--- config.mk ---
export PLATFORM = sky130hd
export DESIGN_NAME = pipe_hazard_ctrl
export DESIGN_NICKNAME = d
export VERILOG_FILES = /design/src/rtl/pipe_hazard_ctrl.sv
export SDC_FILE = /design/constraint.sdc
export NUM_CORES = 1
export LEC_CHECK = 0
export BUFFER_PORTS_ARGS = -buffer_cell sky130_fd_sc_hd__buf_2
export CORE_ASPECT_RATIO = 2
export CORE_MARGIN = 1.5
export CORE_UTILIZATION = 54
export DETAILED_ROUTE_END_ITERATION = 16
export GPL_TIMING_DRIVEN = 0
export PLACE_DENSITY = 0.8
export SLEW_MARGIN = 20
export SYNTH_ARGS = -nofsm -noshare
export SYNTH_HDL_FRONTEND = slang
export SYNTH_SLANG_ARGS = --single-unit
--- constraint.sdc ---
create_clock -name clk_i -period 2.8 [get_ports clk_i]
set_input_delay 0.14 -clock clk_i [delete_from_list [all_inputs] [get_ports clk_i]]
set_output_delay 0.14 -clock clk_i [all_outputs]
set_load 0.02 [all_outputs]
--- src/rtl/pipe_hazard_ctrl.sv ---
// Hazard and forwarding controller for the 5-stage core, tracking shadow E/M/W stages.
// Define HAZ_MULTICYCLE_EN to enable multi-cycle EX operations (busy_o, occupancy counter).

module pipe_hazard_ctrl #(
    parameter int REG_AW  = 5,
    parameter int MUL_LAT = 4,
    parameter int CNT_W   = 16
) (
    input  logic              clk_i,
    input  logic              rst_n_i,
    input  logic              id_valid_i,
    input  logic [REG_AW-1:0] id_rs1_i,
    input  logic [REG_AW-1:0] id_rs2_i,
    input  logic [REG_AW-1:0] id_rd_i,
    input  logic              id_use_rs1_i,
    input  logic              id_use_rs2_i,
    input  logic              id_regwrite_i,
    input  logic              id_memread_i,
    input  logic              id_multi_i,
    input  logic              id_branch_i,
    input  logic              br_taken_i,
    output logic              pc_write_o,
    output logic              if_id_write_o,
    output logic              if_id_flush_o,
    output logic              id_ex_bubble_o,
    output logic              ex_mem_bubble_o,
    output logic [1:0]        fwd_a_o,
    output logic [1:0]        fwd_b_o,
    output logic              fwd_br_a_o,
    output logic              fwd_br_b_o,
    output logic              busy_o,
    output logic [CNT_W-1:0]  stall_cnt_o
);

    typedef struct packed {
        logic [REG_AW-1:0] rs1;
        logic [REG_AW-1:0] rs2;
        logic [REG_AW-1:0] rd;
        logic              regwrite;
        logic              memread;
        logic              multi;
    } stage_t;

    function automatic stage_t make_bubble(input stage_t s);
        stage_t b;
        b          = s;
        b.regwrite = 1'b0;
        b.memread  = 1'b0;
        b.multi    = 1'b0;
        return b;
    endfunction

    function automatic logic hits(input stage_t s, input logic [REG_AW-1:0] src, input logic used);
        return used && s.regwrite && (s.rd != '0) && (s.rd == src);
    endfunction

    stage_t           e_q, e_d, m_q, m_d, w_q, w_d, id_stage;
    logic [CNT_W-1:0] stall_cnt_q, stall_cnt_d;
    logic             rs1_used, rs2_used;
    logic             e_hit_id, m_hit_id;
    logic             load_use, br_stall, stall, busy, hold, multi_in;

    assign rs1_used = id_valid_i & id_use_rs1_i;
    assign rs2_used = id_valid_i & id_use_rs2_i;

    // Unused sources are stored as x0 so they can never match a producer later.
    always_comb begin
        id_stage          = '0;
        id_stage.rs1      = rs1_used ? id_rs1_i : '0;
        id_stage.rs2      = rs2_used ? id_rs2_i : '0;
        id_stage.rd       = id_rd_i;
        id_stage.regwrite = id_valid_i & id_regwrite_i;
        id_stage.memread  = id_valid_i & id_memread_i;
        id_stage.multi    = id_valid_i & multi_in;
    end

    assign e_hit_id = hits(e_q, id_rs1_i, rs1_used) | hits(e_q, id_rs2_i, rs2_used);
    assign m_hit_id = hits(m_q, id_rs1_i, rs1_used) | hits(m_q, id_rs2_i, rs2_used);
    assign load_use = e_q.memread & e_hit_id;
    assign br_stall = id_branch_i & (e_hit_id | (m_q.memread & m_hit_id));
    assign stall    = ~busy & (load_use | br_stall);
    assign hold     = busy | stall;

`ifdef HAZ_MULTICYCLE_EN
    localparam int              MC_W    = $clog2(MUL_LAT);
    localparam logic [MC_W-1:0] MC_LOAD = MC_W'(MUL_LAT - 1);

    logic [MC_W-1:0] cnt_q, cnt_d;

    assign busy     = (cnt_q != '0);
    assign multi_in = id_multi_i;

    // The counter is armed on the edge that loads a multi-cycle op into E.
    always_comb begin
        cnt_d = cnt_q;
        if (busy) begin
            cnt_d = cnt_q - MC_W'(1);
        end else if (!stall && id_stage.multi) begin
            cnt_d = MC_LOAD;
        end
    end

    always_ff @(posedge clk_i or negedge rst_n_i) begin
        if (!rst_n_i) begin
            cnt_q <= '0;
        end else begin
            cnt_q <= cnt_d;
        end
    end
`else
    logic unused_cfg;

    assign busy       = 1'b0;
    assign multi_in   = 1'b0;
    assign unused_cfg = id_multi_i ^ (MUL_LAT < 2);
`endif

    always_comb begin
        e_d = e_q;
        m_d = m_q;
        w_d = m_q;
        if (busy) begin
            m_d = make_bubble(e_q);
        end else if (stall) begin
            e_d = make_bubble(e_q);
            m_d = e_q;
        end else begin
            e_d = id_stage;
            m_d = e_q;
        end
    end

    always_comb begin
        stall_cnt_d = stall_cnt_q;
        if (hold && (stall_cnt_q != '1)) begin
            stall_cnt_d = stall_cnt_q + CNT_W'(1);
        end
    end

    always_ff @(posedge clk_i or negedge rst_n_i) begin
        if (!rst_n_i) begin
            e_q         <= '0;
            m_q         <= '0;
            w_q         <= '0;
            stall_cnt_q <= '0;
        end else begin
            e_q         <= e_d;
            m_q         <= m_d;
            w_q         <= w_d;
            stall_cnt_q <= stall_cnt_d;
        end
    end

    // EX/MEM has priority over MEM/WB since it holds the younger result.
    always_comb begin
        fwd_a_o = 2'b00;
        fwd_b_o = 2'b00;
        if (hits(m_q, e_q.rs1, 1'b1)) begin
            fwd_a_o = 2'b10;
        end else if (hits(w_q, e_q.rs1, 1'b1)) begin
            fwd_a_o = 2'b01;
        end
        if (hits(m_q, e_q.rs2, 1'b1)) begin
            fwd_b_o = 2'b10;
        end else if (hits(w_q, e_q.rs2, 1'b1)) begin
            fwd_b_o = 2'b01;
        end
    end

    logic unused_w;
    assign unused_w = ^{w_q.rs1, w_q.rs2, w_q.memread, w_q.multi};

    assign pc_write_o      = ~hold;
    assign if_id_write_o   = ~hold;
    assign id_ex_bubble_o  = stall;
    assign ex_mem_bubble_o = busy;
    assign if_id_flush_o   = id_branch_i & br_taken_i & ~hold;
    assign fwd_br_a_o      = hits(m_q, id_rs1_i, rs1_used) & ~m_q.memread;
    assign fwd_br_b_o      = hits(m_q, id_rs2_i, rs2_used) & ~m_q.memread;
    assign busy_o          = busy;
    assign stall_cnt_o     = stall_cnt_q;

endmodule

==> Yosys cells after proc, flatten, opt, wreduce, memory -nomap -nowiden <==
Index checks and enable logic that the tools add are counted.
{ "word_totals": {"ff_bits": 46, "in_bits": 25, "output_inout_bits": 28, "word_cells": 67} }
{ "classes": {"addsub": 1, "n_eq_ne": 9, "muxes": 7, "n_bitwise": 17, "n_reduce_logical": 22} }
{ "ops": {"columns": ["op", "n"], "rows": [
  ["$eq A5 B5 Y1", 8],
  ["$logic_and A1 B1 Y1", 19],
  ["$add A16 B1 Y16 const B", 1],
  ["$ne A16 B16 Y1 const B", 1],
  ["$reduce_bool A5 Y1", 3],
  ["$and A1 B1 Y1", 11],
  ["$mux W5", 2],
  ["$mux W2", 2],
  ["$or A1 B1 Y1", 4],
  ["$mux W3", 1],
  ["$mux W1", 2],
  ["$not A1 Y1", 2]
]} }

==> Depth between registers and ports, before layout <==
{ "logic_depth": {"depth_word": 11, "mapped_depth": 9, "mapped_depth_nobuf": 7} }

==> Least setup slack after synthesis <==
Ideal clock, no wire load.
{ "synth_path": {"kind": "reg2out", "from": "reg m_q[3] (netlist name)", "to": "out fwd_a_o[0]", "arrival_ns": 2.169, "required_ns": 2.660, "setup_slack_ns": 0.491, "path_stages_with_launch": 6, "n_path_buf": 1, "cell_sequence": "dfrtp_1 -> buf_2 -> or4_1 -> o21ai_2 -> nor4_1 -> nor4_1"} }
{ "synth_via": {"elab_chain_len": 4, "word_cells_on_any_way": 5, "classes_between": "eq/ne: 1; mux: 1; reduce/logical: 3"} }
{ "synth_lines": {"columns": ["item", "line", "rtl"], "rows": [
  ["start, declared", "57", "stage_t e_q, e_d, m_q, m_d, w_q, w_d, id_stage;"],
  ["start signal, assigned", "148", "m_q <= m_d;"],
  ["$reduce_bool A5 Y1", "54", "return used && s.regwrite && (s.rd != '0) && (s.rd == src);"],
  ["$logic_and A1 B1 Y1", "54", null],
  ["$logic_and A1 B1 Y1 *", "54", null],
  ["$mux W2 *", "158", "if (hits(m_q, e_q.rs1, 1'b1)) begin"],
  ["end, declared", "27", "output logic [1:0] fwd_a_o,"]
]} }
Every way passes the cells marked *; elsewhere a longest branch is shown, timed or not.

==> Worst setup path in the final report <==
{ "layout_path": {"from": "reg m_q[5] (netlist name)", "to": "out if_id_flush_o"} }
{ "layout_via": {"elab_chain_len": 10, "word_cells_on_any_way": 14, "classes_between": "eq/ne: 2; bitwise: 7; reduce/logical: 5"} }
{ "layout_lines": {"columns": ["item", "line", "rtl"], "rows": [
  ["$reduce_bool A5 Y1", "54", null],
  ["$logic_and A1 B1 Y1 (2 in a row)", "54", null],
  ["$or A1 B1 Y1 *", "78", "assign m_hit_id = hits(m_q, id_rs1_i, rs1_used) | hits(m_q, id_rs2_i, rs2_used);"],
  ["$and A1 B1 Y1 *", "80", "assign br_stall = id_branch_i & (e_hit_id | (m_q.memread & m_hit_id));"],
  ["$or A1 B1 Y1 *", "80", null],
  ["$and A1 B1 Y1 *", "80", null],
  ["$or A1 B1 Y1 *", "81", "assign stall = ~busy & (load_use | br_stall);"],
  ["$not A1 Y1 *", "177", "assign if_id_flush_o = id_branch_i & br_taken_i & ~hold;"],
  ["$and A1 B1 Y1 *", "177", null],
  ["end, declared", "24", "output logic if_id_flush_o,"]
]} }
Marked as above.

==> out/qor.txt <==
Ant. Diodes -> 0
total gr overflow -> 0
CP Capture Type -> output port
synth top area cells -> dfrtp_1, xor2_1, nand3_1, xnor2_1, mux2_2
Hold Path Class -> primary input to register
row count -> 34
critical path depth -> 8
vias in the first global route -> 1,948
TNS Setup -> 0 ns
Power Density -> 435 nW/um2
clk_lat worst skew -> 0.29 ns
CP Max Fanout -> 10
die width -> 50.1 um
final setup violation count -> 0
Synth area leader -> dfrtp_1
initial antenna violation count -> 0
Largest stage delay, worst path -> 0.56 ns
CP Launch Point -> m_q[5]
Leak -> 1.43 nW
relative max-transition margin -> 58.3%
top cell type's share of synthesized area -> 48.0%
fin crit period -> 2.63 ns
Max Slew Vio Count -> 0
CTS tree -> yes
CTS buffer count -> 5
R2R depth -> 9
vias -> 1,814
Layout Nets -> 311
CP arrival -> 2.49 ns
Root Driver -> clkbuf_8
Initial Util -> 55.8%
CP delay by family, top -> simple AND/OR/NAND/NOR gates
clock-pin slew on the worst setup and hold paths -> 0.08 ns
reg2reg end -> stall_cnt_o[8]
DRT Pass-1 Iters -> 4
RD Place Congestion -> 0.817
DRT iter0 DRCs -> 25
Worst setup endpoint -> if_id_flush_o
vias per cell -> 5.35
FF-to-FF Start -> m_q[7]
core area -> 4300 um2
layout overhead on the synthesized area -> 18.3%
internal reg-to-reg setup slack -> 0.32 ns
count of cell types in the netlist -> 34
ratio of cells with drive above 1 in the final layout -> 28.8%
Max Freq -> 0.381 GHz
largest net degree at the start of global routing -> 47
status -> finished clean
Max clock buf depth -> 2
CP Buf/Inv Count -> 3
peak supply drop -> 0.466 mV
crit path cell chain -> clkbuf_1 > or4_1 > o21ai_4 > a211oi_2 > nor2_4 > buf_4 > and3_1 > buf_2
Wirelength per Cell -> 15.7 um
DIE HEIGHT -> 97.2 um
io pins -> 53
Antenna Nets Post-Route -> 0
post-synthesis sequential area ratio -> 48.0%
Layout Skew -> 0.00338 ns
unrepaired setup endpoints after global routing -> no
yosys warns -> 0
Place WS -> 0.367 ns
Cell Area, Synth -> 2400 um2
die area -> 4870 um2
syn_area_per_cell -> 10.7 um2
CP max-delay cell -> or4_1
cell count after synthesis -> 224
slew at the pin closest to its max-slew limit -> 0.623 ns
HPWL Detailed -> 4150 um
Final Worst Setup Slack -> 0.172 ns
clock sinks -> 46
fin crit share -> 93.8%
Max Cap Viol -> 0
Crit Path Category -> register to output port
H-Tree Depth -> 2
Critical Path RT -> 2.66 ns
global-route wire length before repair -> 9040 um
drt drc -> 0
drt total wl -> 5320 um
flops & latches, synth -> 46
GRT Util Overall -> 24.6%
Final Hold Viols -> 0
Startpoint Class -> register
PortBufs -> 49
## Yosys cell counts
library cell and instances:
a211oi_2 1, a21oi_1 1, and2_1 2, and3_1 3
and4_1 2, buf_2 3, buf_4 4, buf_6 2
clkbuf_1 6, conb_1 1, dfrtp_1 46, ha_1 1
inv_1 3, mux2_1 2, mux2_2 6, nand2_1 16
nand2b_1 1, nand3_1 21, nand4_1 3, nor2_1 4
nor2_4 1, nor3_1 6, nor3_2 5, nor3b_1 3
nor4_1 7, nor4_2 1, nor4b_2 1, o2111ai_1 1
o21ai_0 11, o21ai_2 1, o22ai_1 1, or4_1 5
xnor2_1 11, xor2_1 42
## metrics by stage
| stage | cells | total power [mW] | area [um2] | hold WS (ns) | util [%] |
|---|---|---|---|---|---|
| 2_1_floorplan | 225 | 0.804 | 2400 | -0.156 | - |
| 4_1_cts | 335 | 1.24 | 2790 | 0.0492 | 64.9 |
| 3_5_place_dp | 328 | 0.867 | 2710 | 0.356 | 63.1 |
| 3_3_place_gp | 328 | 0.862 | 2710 | 0.351 | 63.1 |
| 5_1_grt | 339 | 1.29 | 2830 | 0.0666 | 66.0 |
| 6_report | 339 | 1.23 | 2830 | 0.0737 | 66.0 |
## flip-flops by register name, indices dropped and copies added, names as in the netlist
name	count
m_q	7
stall_cnt_o	16
e_q	17
w_q	6
## cells in the final DEF, fill, tap and decap left out, types with 4 or more instances in the layout
cell type / count
mux2_2: 6
nor4_1: 7
buf_2: 50
clkbuf_1: 8
o21ai_0: 11
nor3_2: 5
buf_4: 8
dfrtp_1: 46
or4_1: 5
xnor2_1: 11
nor2_1: 4
clkbuf_8: 5
nand3_1: 21
nand2_1: 16
xor2_1: 42
nor3_1: 6
## what timing repair did
action / CTS / global route
hold buffers: 0 / 1
hold endpoints to repair: 0 / 46
buffers inserted: 0 / 3
setup endpoints to repair: 0 / 4
resized for setup: 0 / 2
## metal layers
layer	share of wire (%)	wire (um)	track usage, %	vias up
li1	-	-	-	888
met1	35	1850	25.2	873
met2	59	3150	46.0	42
met3	3.0	162	3.69	11
met4	2.9	153	12.2	0
met5	0	0	0	-
## logic make-up (layout without fill, tap and decap cells)
| logic type | Yosys count | count (layout) | synth area share [%] |
|---|---|---|---|
| AND/OR/NAND/NOR | 81 | 81 | 19.9 |
| XOR/XNOR | 53 | 53 | 19.4 |
| flip-flops | 46 | 46 | 48.0 |
| buffers and inverters | 18 | 78 | 4.23 |
| AO/OA/AOI/OAI | 16 | 16 | 4.02 |
| multiplexers | 8 | 8 | 3.76 |
| adder cells (fa/ha/maj) | 1 | 1 | 0.522 |
| other | 1 | 2 | 0.157 |
## report_power, final
part           total (mW)  internal [mW]  switching [mW]
clock               0.378          0.172           0.206
combinational       0.140         0.0626          0.0770
sequential          0.715          0.688          0.0273
total                1.23          0.923           0.310
## final cells by class
cell class | instances | area, um2
Inverter | 3 | 11.3
Clock buffer | 7 | 76.3
Timing Repair Buffer | 53 | 280
Sequential cell | 46 | 1150
Fill cell | 374 | 1460
Multi-Input combinational cell | 161 | 1150
Buffer | 15 | 92.6
Tap cell | 54 | 67.6
## how the worst min path moves through the flow
stage                from               to  cells after the start
3_5_place_dp       m_q[7]           w_q[7]                      0
5_1_grt        id_rd_i[2]           e_q[5]                      2
2_1_floorplan     rst_n_i          e_q[10]                      0
4_1_cts           rst_n_i  stall_cnt_o[12]                      1
3_3_place_gp       m_q[3]           w_q[3]                      0
6_report       id_rd_i[2]           e_q[5]                      2
(Power assumes the default switching activity.)
